==> src/rtl/ifetch_stage.sv <==
// DLX instruction-fetch stage: PC register, IF/ID pipeline register and
// ID-stage jump/branch resolution with a one-slot squash on redirect.
module ifetch_stage #(
  parameter logic [31:0] RESET_PC  = 32'h0000_0000,
  parameter logic [31:0] NOP_INSTR = 32'h0000_0000
) (
  input  logic        clk,
  input  logic        reset,
  output logic [31:0] IAddr,
  input  logic [31:0] IData,
  input  logic        IReady,
  input  logic        Stall,
  input  logic        Jump,
  input  logic        Branch,
  input  logic [1:0]  JumpType,
  input  logic        CondSrc,
  input  logic        BranchCond,
  input  logic [31:0] RegA,
  input  logic        FPSR,
  input  logic [31:0] IAR,
  output logic [31:0] IDInstr,
  output logic [31:0] IDPC4,
  output logic        IDValid,
  output logic        Redirect
);

  localparam logic [31:0] RESET_PC_A = RESET_PC & 32'hFFFF_FFFC;

  logic [31:0] pc_q, pc_d;
  logic [31:0] instr_q, instr_d;
  logic [31:0] pc4_q, pc4_d;
  logic        valid_q, valid_d;

  logic        cond_s;
  logic        taken_s;
  logic [31:0] pc_plus4_s;
  logic [31:0] imm16_s;
  logic [31:0] imm26_s;
  logic [31:0] target_raw_s;
  logic [31:0] target_s;

  // DLX bit 31 is the LSB, so Imm16/Imm26 are the low-order fields here.
  assign imm16_s    = {{16{instr_q[15]}}, instr_q[15:0]};
  assign imm26_s    = {{6{instr_q[25]}}, instr_q[25:0]};
  assign pc_plus4_s = pc_q + 32'd4;

  assign cond_s  = CondSrc ? (RegA == 32'h0000_0000) : FPSR;
  assign taken_s = valid_q & ~Stall & (Jump | (Branch & (cond_s == BranchCond)));

  // Control-transfer target selection
  always_comb begin
    target_raw_s = RegA;
    case (JumpType)
      2'b00:   target_raw_s = RegA;
      2'b01:   target_raw_s = pc4_q + imm16_s;
      2'b10:   target_raw_s = pc4_q + imm26_s;
      2'b11:   target_raw_s = IAR;
      default: target_raw_s = RegA;
    endcase
  end

  assign target_s = target_raw_s & 32'hFFFF_FFFC;

  // Next-state: stall, then redirect, then fetch, then wait state
  always_comb begin
    pc_d    = pc_q;
    instr_d = instr_q;
    pc4_d   = pc4_q;
    valid_d = valid_q;
    if (Stall) begin
      pc_d    = pc_q;
      instr_d = instr_q;
      pc4_d   = pc4_q;
      valid_d = valid_q;
    end else if (taken_s) begin
      pc_d    = target_s;
      instr_d = NOP_INSTR;
      pc4_d   = pc4_q;
      valid_d = 1'b0;
    end else if (IReady) begin
      pc_d    = pc_plus4_s;
      instr_d = IData;
      pc4_d   = pc_plus4_s;
      valid_d = 1'b1;
    end else begin
      pc_d    = pc_q;
      instr_d = NOP_INSTR;
      pc4_d   = pc4_q;
      valid_d = 1'b0;
    end
  end

  // PC and IF/ID state registers
  always_ff @(posedge clk or posedge reset) begin
    if (reset) begin
      pc_q    <= RESET_PC_A;
      instr_q <= NOP_INSTR;
      pc4_q   <= RESET_PC_A;
      valid_q <= 1'b0;
    end else begin
      pc_q    <= pc_d;
      instr_q <= instr_d;
      pc4_q   <= pc4_d;
      valid_q <= valid_d;
    end
  end

  assign IAddr    = pc_q;
  assign IDInstr  = instr_q;
  assign IDPC4    = pc4_q;
  assign IDValid  = valid_q;
  assign Redirect = taken_s;

endmodule

==> config.mk <==
export PLATFORM = sky130hd
export DESIGN_NAME = ifetch_stage
export DESIGN_NICKNAME = d
export VERILOG_FILES = /design/src/rtl/ifetch_stage.sv
export SDC_FILE = /design/constraint.sdc
export NUM_CORES = 1
export LEC_CHECK = 0
export ABC_AREA = 1
export CORE_MARGIN = 5
export CORE_UTILIZATION = 50
export DETAILED_ROUTE_END_ITERATION = 16
export GPL_ROUTABILITY_DRIVEN = 0
export PLACE_DENSITY_LB_ADDON = 0.05
export SETUP_SLACK_MARGIN = 0.2
export SLEW_MARGIN = 15
export SYNTH_ARGS = -nofsm -noshare
export SYNTH_HDL_FRONTEND = slang
export SYNTH_SLANG_ARGS = --single-unit
==> constraint.sdc <==
create_clock -name clk -period 7.1 [get_ports clk]
set_input_delay 2.13 -clock clk [delete_from_list [all_inputs] [get_ports clk]]
set_output_delay 2.13 -clock clk [all_outputs]
set_load 0.05 [all_outputs]
==> metrics.md, run 1 <==
| Metric | Value |
|---|---|
| # DRC | 0 |
| Via count | ~8500 |
| Sequential-to-total area share from yosys stat | 0.3093 |
| Cell Area, Synth | roughly 0.0075 mm2 |
| Unrepaired setup endpoints after global routing | false |
| Grt ovf | 0 |
| Mux contribution to synthesized area | 0.001330 |
| Global-route wire length before repair | between 40 and 50 mm |
| Post-synth top area cell | dfrtp_1 |
| Hpwl dp | about 22 mm |
| Post CTS Setup Buffer Count | 0 |
| Avg WL per Cell | about 18 um |
| Final ANT Viol Nets | 0 |
| CTS Buffer Depth | 2 |
| DR pass1 iterations | 6 |
| Nets@finish | between 1000 and 1500 |
| Worst EP required | about 5 ns |
| Initial DRC Count | around 800 |
| Post-synth cell types | 37 |
| Post-Route WL | ~28 mm |
| Max VDD drop | 258.6 uV |
| Syn Area/Cell | 6.414 um2 |
| Clock root buffer | clkbuf_16 |
| Peak Freq | between 0.15 and 0.2 GHz |
| Final Skew | 0.01300 ns |
| Final cycle utilization of the critical path | 0.8643 |
| Simple-gate share of the synthesized area | 0.4173 |
| Placed Instances | around 1500 |
| # IOs | around 210 |
| Initial antenna violation count | 1 |
| Top FF cell, synth | dfrtp_1 |
| Die height | about 130 um |
| Number of global-route vias before repair | just over 8000 |
| Measured slew at the worst slew-check pin | approximately 0.84 ns |
| Hold path depth | 2 |
| Slew HR | 0.4408 |
| Cts hold-fix bufs | 0 |
| Final Hold Vio Count | 0 |
| Clock latency on the worst-skew pair | around 0.36 ns |
| Vias per cell | approximately 5.5 |
| P_leak | between 4 and 5 nW |
| Die area | ~0.018 mm2 |
| Synth Area in Compound Gates | 0.08382 |
| Worst setup SP type | input pin |
| Switching share of total power | 0.5074 |
| Synth Warn # | 0 |
| Worst endpoint data arrival time | about 4 ns |
| Status | completed |
| H-tree depth | 3 |
| Synth Area in Adders | 0.05488 |
| Fraction of layout cells with a size suffix above 1 | 0.03687 |
| Logic pwr share | 0.540 |
| Row Count | 44 |
| Cell Pwr Density | approximately 290 mW/mm2 |
| Post-synth ARST share | 1.000 |
| Syn Inst Count | roughly 1200 |
| Main combinational cell family by area after synthesis | simple AND/OR/NAND/NOR gates |
| Clk pin slew, worst setup/hold paths | approximately 0.070 ns |
| Setup CP Type | input pin to output pin |
| Design internal power | 1.426 mW |
| CTS Buf Count | 9 |
| Crit path time final | about 6 ns |
| Synth-to-Final Area Change | 30.78% |
| R2r worst-path depth | 14 |
| CP Capture Type | output pin |
| Reg power frac | 0.293 |
| XOR/XNOR share of the synthesized area | 0.03609 |
| Largest net degree at the start of global routing | 81 |
| Final Non-Filler Cells | about 1500 |
| # setup viols final | 0 |
| Maximum capacitance violations | 0 |
| CTS tree | yes |
| GRT Util Overall | 0.3151 |
| Worst hold path class | register to register |
| Area of the core | 0.01464 mm2 |
| Initial Util | 0.5138 |
| Switching power | approximately 1.5 mW |
| Clk pwr share | 0.167 |
| Area contributors post-synth | dfrtp_1, nand2_1, nand3_1 |
| Die X | approximately 130 um |
| Post_cts resized | 0 |
| Max-slew violation count | 0 |
| TritonCTS sink count | 93 |
| Number of flops mapped to enable cells by yosys | 0 |
| Seq cells post-synth | just over 90 |
| Yosys top cell area share | 0.3093 |
| TNS Setup | 0 ns |
| Crit Path Max Fanout | 19 |
| Port Buffer Count | 198 |
## metal layers
| metal | track usage | wire (um) | vias to the layer above |
|---|---|---|---|
| met4 | 0.1016 | 762 | 0 |
| met5 | 0 | 0 | - |
| li1 | - | - | 4130 |
| met1 | 0.4356 | 11860 | 3929 |
| met2 | 0.5040 | 12980 | 372 |
| met3 | 0.05391 | 2253 | 51 |
## metrics by stage
step	utilization	hold slack (ns)	cell area, um2	power, mW	setup WS [ns]
finish	0.6719	0.4859	9839	2.895	0.9636
detailed placement	0.6532	0.4646	9565	2.393	0.9686
CTS	0.6717	0.4839	9837	2.877	0.9607
global route	0.6719	0.4976	9839	3.045	0.8005
floorplan	-	0.7601	7535	1.835	1.776
global placement	0.6532	0.4601	9565	2.377	0.9862
## synth_stat cells, types with 6 or more instances
cell type and instances:
nand2_1 378, nand3_1 178, inv_1 125, nor2_1 118
dfrtp_1 93, a21oi_1 75, ha_1 33, o21ai_0 18
clkbuf_1 17, xnor2_1 16, nor3_1 15, xor2_1 15
o21ai_1 11, buf_4 10, nand3_2 10, nand4_1 8
buf_1 7, a22oi_1 6
## final timing paths
check,from,to,slack [ns]
hold reg to reg,IDInstr[1],IDInstr[1],0.49
hold / removal,IDInstr[1],IDInstr[1],0.49
setup / recovery,RegA[8],Redirect,0.96
setup reg to reg,IDInstr[15],IAddr[26],4.04
min in group asynchronous,reset,IDValid,2.26
max in group asynchronous,reset,IDInstr[22],3.72
## cells by family after synthesis
| group | after synthesis |
|---|---|
| muxes | 1 |
| and+or+nand+nor | 728 |
| DFF | 93 |
| buffers and inverters | 169 |
| xor gates and xnor gates | 31 |
| adders and majority gates | 33 |
| other | 1 |
| AOI/OAI and AO/OA | 117 |
## worst max-delay path, stage by stage
cell             delay (ns)
clkdlybuf4s50_1        0.39
inv_1                  0.08
nand2_1                0.06
nor2_1                 0.11
nand2_1                0.08
nor2_2                 0.15
nand3_2                0.10
nand3_2                0.09
nand3_4                0.10
a21boi_4               0.42
buf_4                  0.29
## placed cells by master (no fill, tap or decap), types with 4 or more instances in the layout
master and n:
dfrtp_1 93, nand3_1 178, xor2_1 15, or2_2 5, nand3_2 10, a21oi_1 75, inv_1 124, o21ai_1 11
buf_4 11, nor3_1 15, nand2_1 378, o21bai_1 4, o21ai_0 18, nor2_1 118, nand3b_1 5, xnor2_1 16
clkdlybuf4s50_1 197, clkbuf_16 9, ha_1 33, a22oi_1 6, conb_1 4, nand4_1 8
## sequential cells by signal, summed over array words and instances (netlist names)
| name | flops |
|---|---|
| IAddr | 30 |
| IDValid | 1 |
| IDInstr | 32 |
| IDPC4 | 30 |
## power groups by stage
stage / logic (mW) / clock network, mW / registers, mW
floorplan: 0.608 / 0 / 1.23
global placement: 1.53 / 0 / 0.844
detailed placement: 1.55 / 0 / 0.845
CTS: 1.56 / 0.482 / 0.839
global route: 1.68 / 0.504 / 0.864
finish: 1.56 / 0.483 / 0.847
## layout make-up
class,count,area [um2]
well taps,184,230.2
repair buffers,208,2054
multi-input cells,914,4479
fillers,1382,4805
inverters,126,474.2
clock inverters,5,42.54
flip-flops and latches,93,2327
diodes,1,2.502
clock buffers,10,229.0
(Power assumes the default switching activity.)
==> run 2: changes to the inputs <==
--- a/config.mk
+++ b/config.mk
@@ -7,7 +7,8 @@
 export LEC_CHECK = 0
 export ABC_AREA = 1
 export CORE_MARGIN = 5
-export CORE_UTILIZATION = 50
+export CORE_UTILIZATION = 35
+export CTS_CLUSTER_DIAMETER = 30
 export DETAILED_ROUTE_END_ITERATION = 16
 export GPL_ROUTABILITY_DRIVEN = 0
 export PLACE_DENSITY_LB_ADDON = 0.05
==> metrics.md, run 2 (synthesized netlist as in run 1, its figures left out) <==
| Metric | Value |
|---|---|
| Die area | 0.02453 mm2 |
| P_leak | approximately 5 nW |
| RR Endpoint | IAddr[26] |
| Design internal power | approximately 1.4 mW |
| Post_cts resized | 0 |
| Fin Hold WS | about 0.48 ns |
| Final instance area | ~0.01 mm2 |
| Most common cell after layout, fill and taps aside | nand2_1 |
| Avg WL per Cell | about 19 um |
| DR pass1 iterations | 7 |
| Final Hold Vio Count | 0 |
| Unrepaired setup endpoints after global routing | false |
| Via count | 8351 |
| Setup CP Type | input pin to output pin |
| Worst EP required | around 5.0 ns |
| Overall power | approximately 2.9 mW |
| Peak Freq | 0.1641 GHz |
| Hpwl dp | 24.38 mm |
| Post-DP Area | approximately 0.0097 mm2 |
| Crit path time final | between 6 and 7 ns |
| # setup viols final | 0 |
| Hold path endpoint | IDInstr[29] |
| Max VDD drop | 228.1 uV |
| Clock latency on the worst-skew pair | between 0.3 and 0.4 ns |
| Die height | about 160 um |
| TritonCTS sink count | 93 |
| Synth-to-Final Area Change | 32.83% |
| Final Skew | roughly 0.016 ns |
| Final ANT Viol Nets | 0 |
| TNS Setup | 0 ns |
| Initial antenna violation count | 3 |
| R2R Setup Slk | about 3.8 ns |
| Most frequent cells in the layout | nand2_1, clkdlybuf4s50_1, nand3_1 |
| Switching share of total power | 0.5112 |
| Measured slew at the worst slew-check pin | 0.8757 ns |
| Clk pin slew, worst setup/hold paths | roughly 0.080 ns |
| R2r worst-path depth | 13 |
| Cts hold-fix bufs | 0 |
| Slew HR | 0.4162 |
| # IOs | about 210 |
| Vias per cell | between 5 and 6 |
| Max-slew violation count | 0 |
| Worst setup SP type | input pin |
| Hold path depth | 2 |
| Area of the core | between 0.02 and 0.025 mm2 |
| RR Startpoint | IDInstr[15] |
| Post-Route WL | roughly 30 mm |
| Die X | about 160 um |
| Logic pwr share | 0.537 |
| Worst hold path class | register to register |
| Fraction of layout cells with a size suffix above 1 | 0.03832 |
| Initial Util | 0.3568 |
| Initial DRC Count | about 600 |
| Worst hold start | IDInstr[29] |
| Port Buffer Count | about 200 |
| Reg power frac | 0.291 |
| Clock root buffer | clkbuf_16 |
| Post CTS Setup Buffer Count | 0 |
| Nets@finish | about 1500 |
| Number of global-route vias before repair | just over 8000 |
| Worst endpoint data arrival time | approximately 4 ns |
| H-tree depth | 3 |
| CTS Buffer Depth | 2 |
| CP Capture Type | output pin |
| Number of flip-flops in the largest register | 32 |
| CTS Buf Count | 9 |
| Critical Path Start | RegA[13] |
| Row Count | 53 |
| GRT Util Overall | 0.2452 |
| Clk pwr share | 0.172 |
| CTS tree | yes |
| Cell Pwr Density | ~290 mW/mm2 |
| Largest net degree at the start of global routing | 78 |
| Crit Path Max Fanout | 19 |
| Switching power | about 1.5 mW |
| Maximum capacitance violations | 0 |
| Final cycle utilization of the critical path | 0.8585 |
| Grt ovf | 0 |
| Status | completed |
| Global-route wire length before repair | between 40 and 50 mm |
| # DRC | 0 |
run 2: changes by cell type in the layout (fill, tap and decap cells not counted), sizes merged:
cell,previous run,this run
diode,1,3
clkinvlp,1,0
clkinv,2,4
clkbuf,10,9
inv,128,129
run 2: worst max path at each step:
stage               cells after the start       end
floorplan                              10  Redirect
global placement                       11  Redirect
detailed placement                     11  Redirect
CTS                                    11  Redirect
global route                           11  Redirect
finish                                 11  Redirect
run 2: routing by layer:
metal	routed length, um	global-route usage	vias to the layer above
li1	-	-	4137
met1	13820	0.3420	3934
met2	14310	0.3962	248
met3	1679	0.03706	32
met4	560	0.06942	0
met5	0	0	-
run 2: through the flow:
step / std cells / util / setup slack (ns)
3_3_place_gp: 1616 / 0.4597 / 0.9851
5_1_grt: 1635 / 0.4739 / 0.8599
4_1_cts: 1632 / 0.4735 / 0.9774
2_1_floorplan: 1176 / - / 1.776
3_5_place_dp: 1616 / 0.4597 / 0.9866
6_report: 1635 / 0.4739 / 1.004
run 2: worst max-delay path: stages:
cell and delay (ns):
clkdlybuf4s50_1 0.44, inv_1 0.06, nand2_1 0.05, nor2_1 0.09, nand2_1 0.07, nor2_2 0.15, nand3_2 0.10, nand3_2 0.09
nand3_4 0.10, a21boi_4 0.46, buf_12 0.21
run 2: area by class of cell:
cell class / instances / area (um2)
fill: 2251 / 11090
multi-input combinational: 914 / 4479
sequential: 93 / 2327
timing repair buffer: 208 / 2067
inverter: 126 / 475.5
tap: 275 / 344.1
clock buffer: 9 / 225.2
clock inverter: 7 / 67.56
antenna: 3 / 7.507
run 2: power by group through the flow:
stage / Clock, mW / Sequential (mW) / Combinational (mW)
3_5_place_dp: 0 / 0.857 / 1.57
2_1_floorplan: 0 / 1.23 / 0.608
3_3_place_gp: 0 / 0.857 / 1.56
4_1_cts: 0.513 / 0.849 / 1.58
5_1_grt: 0.535 / 0.873 / 1.70
6_report: 0.504 / 0.853 / 1.57
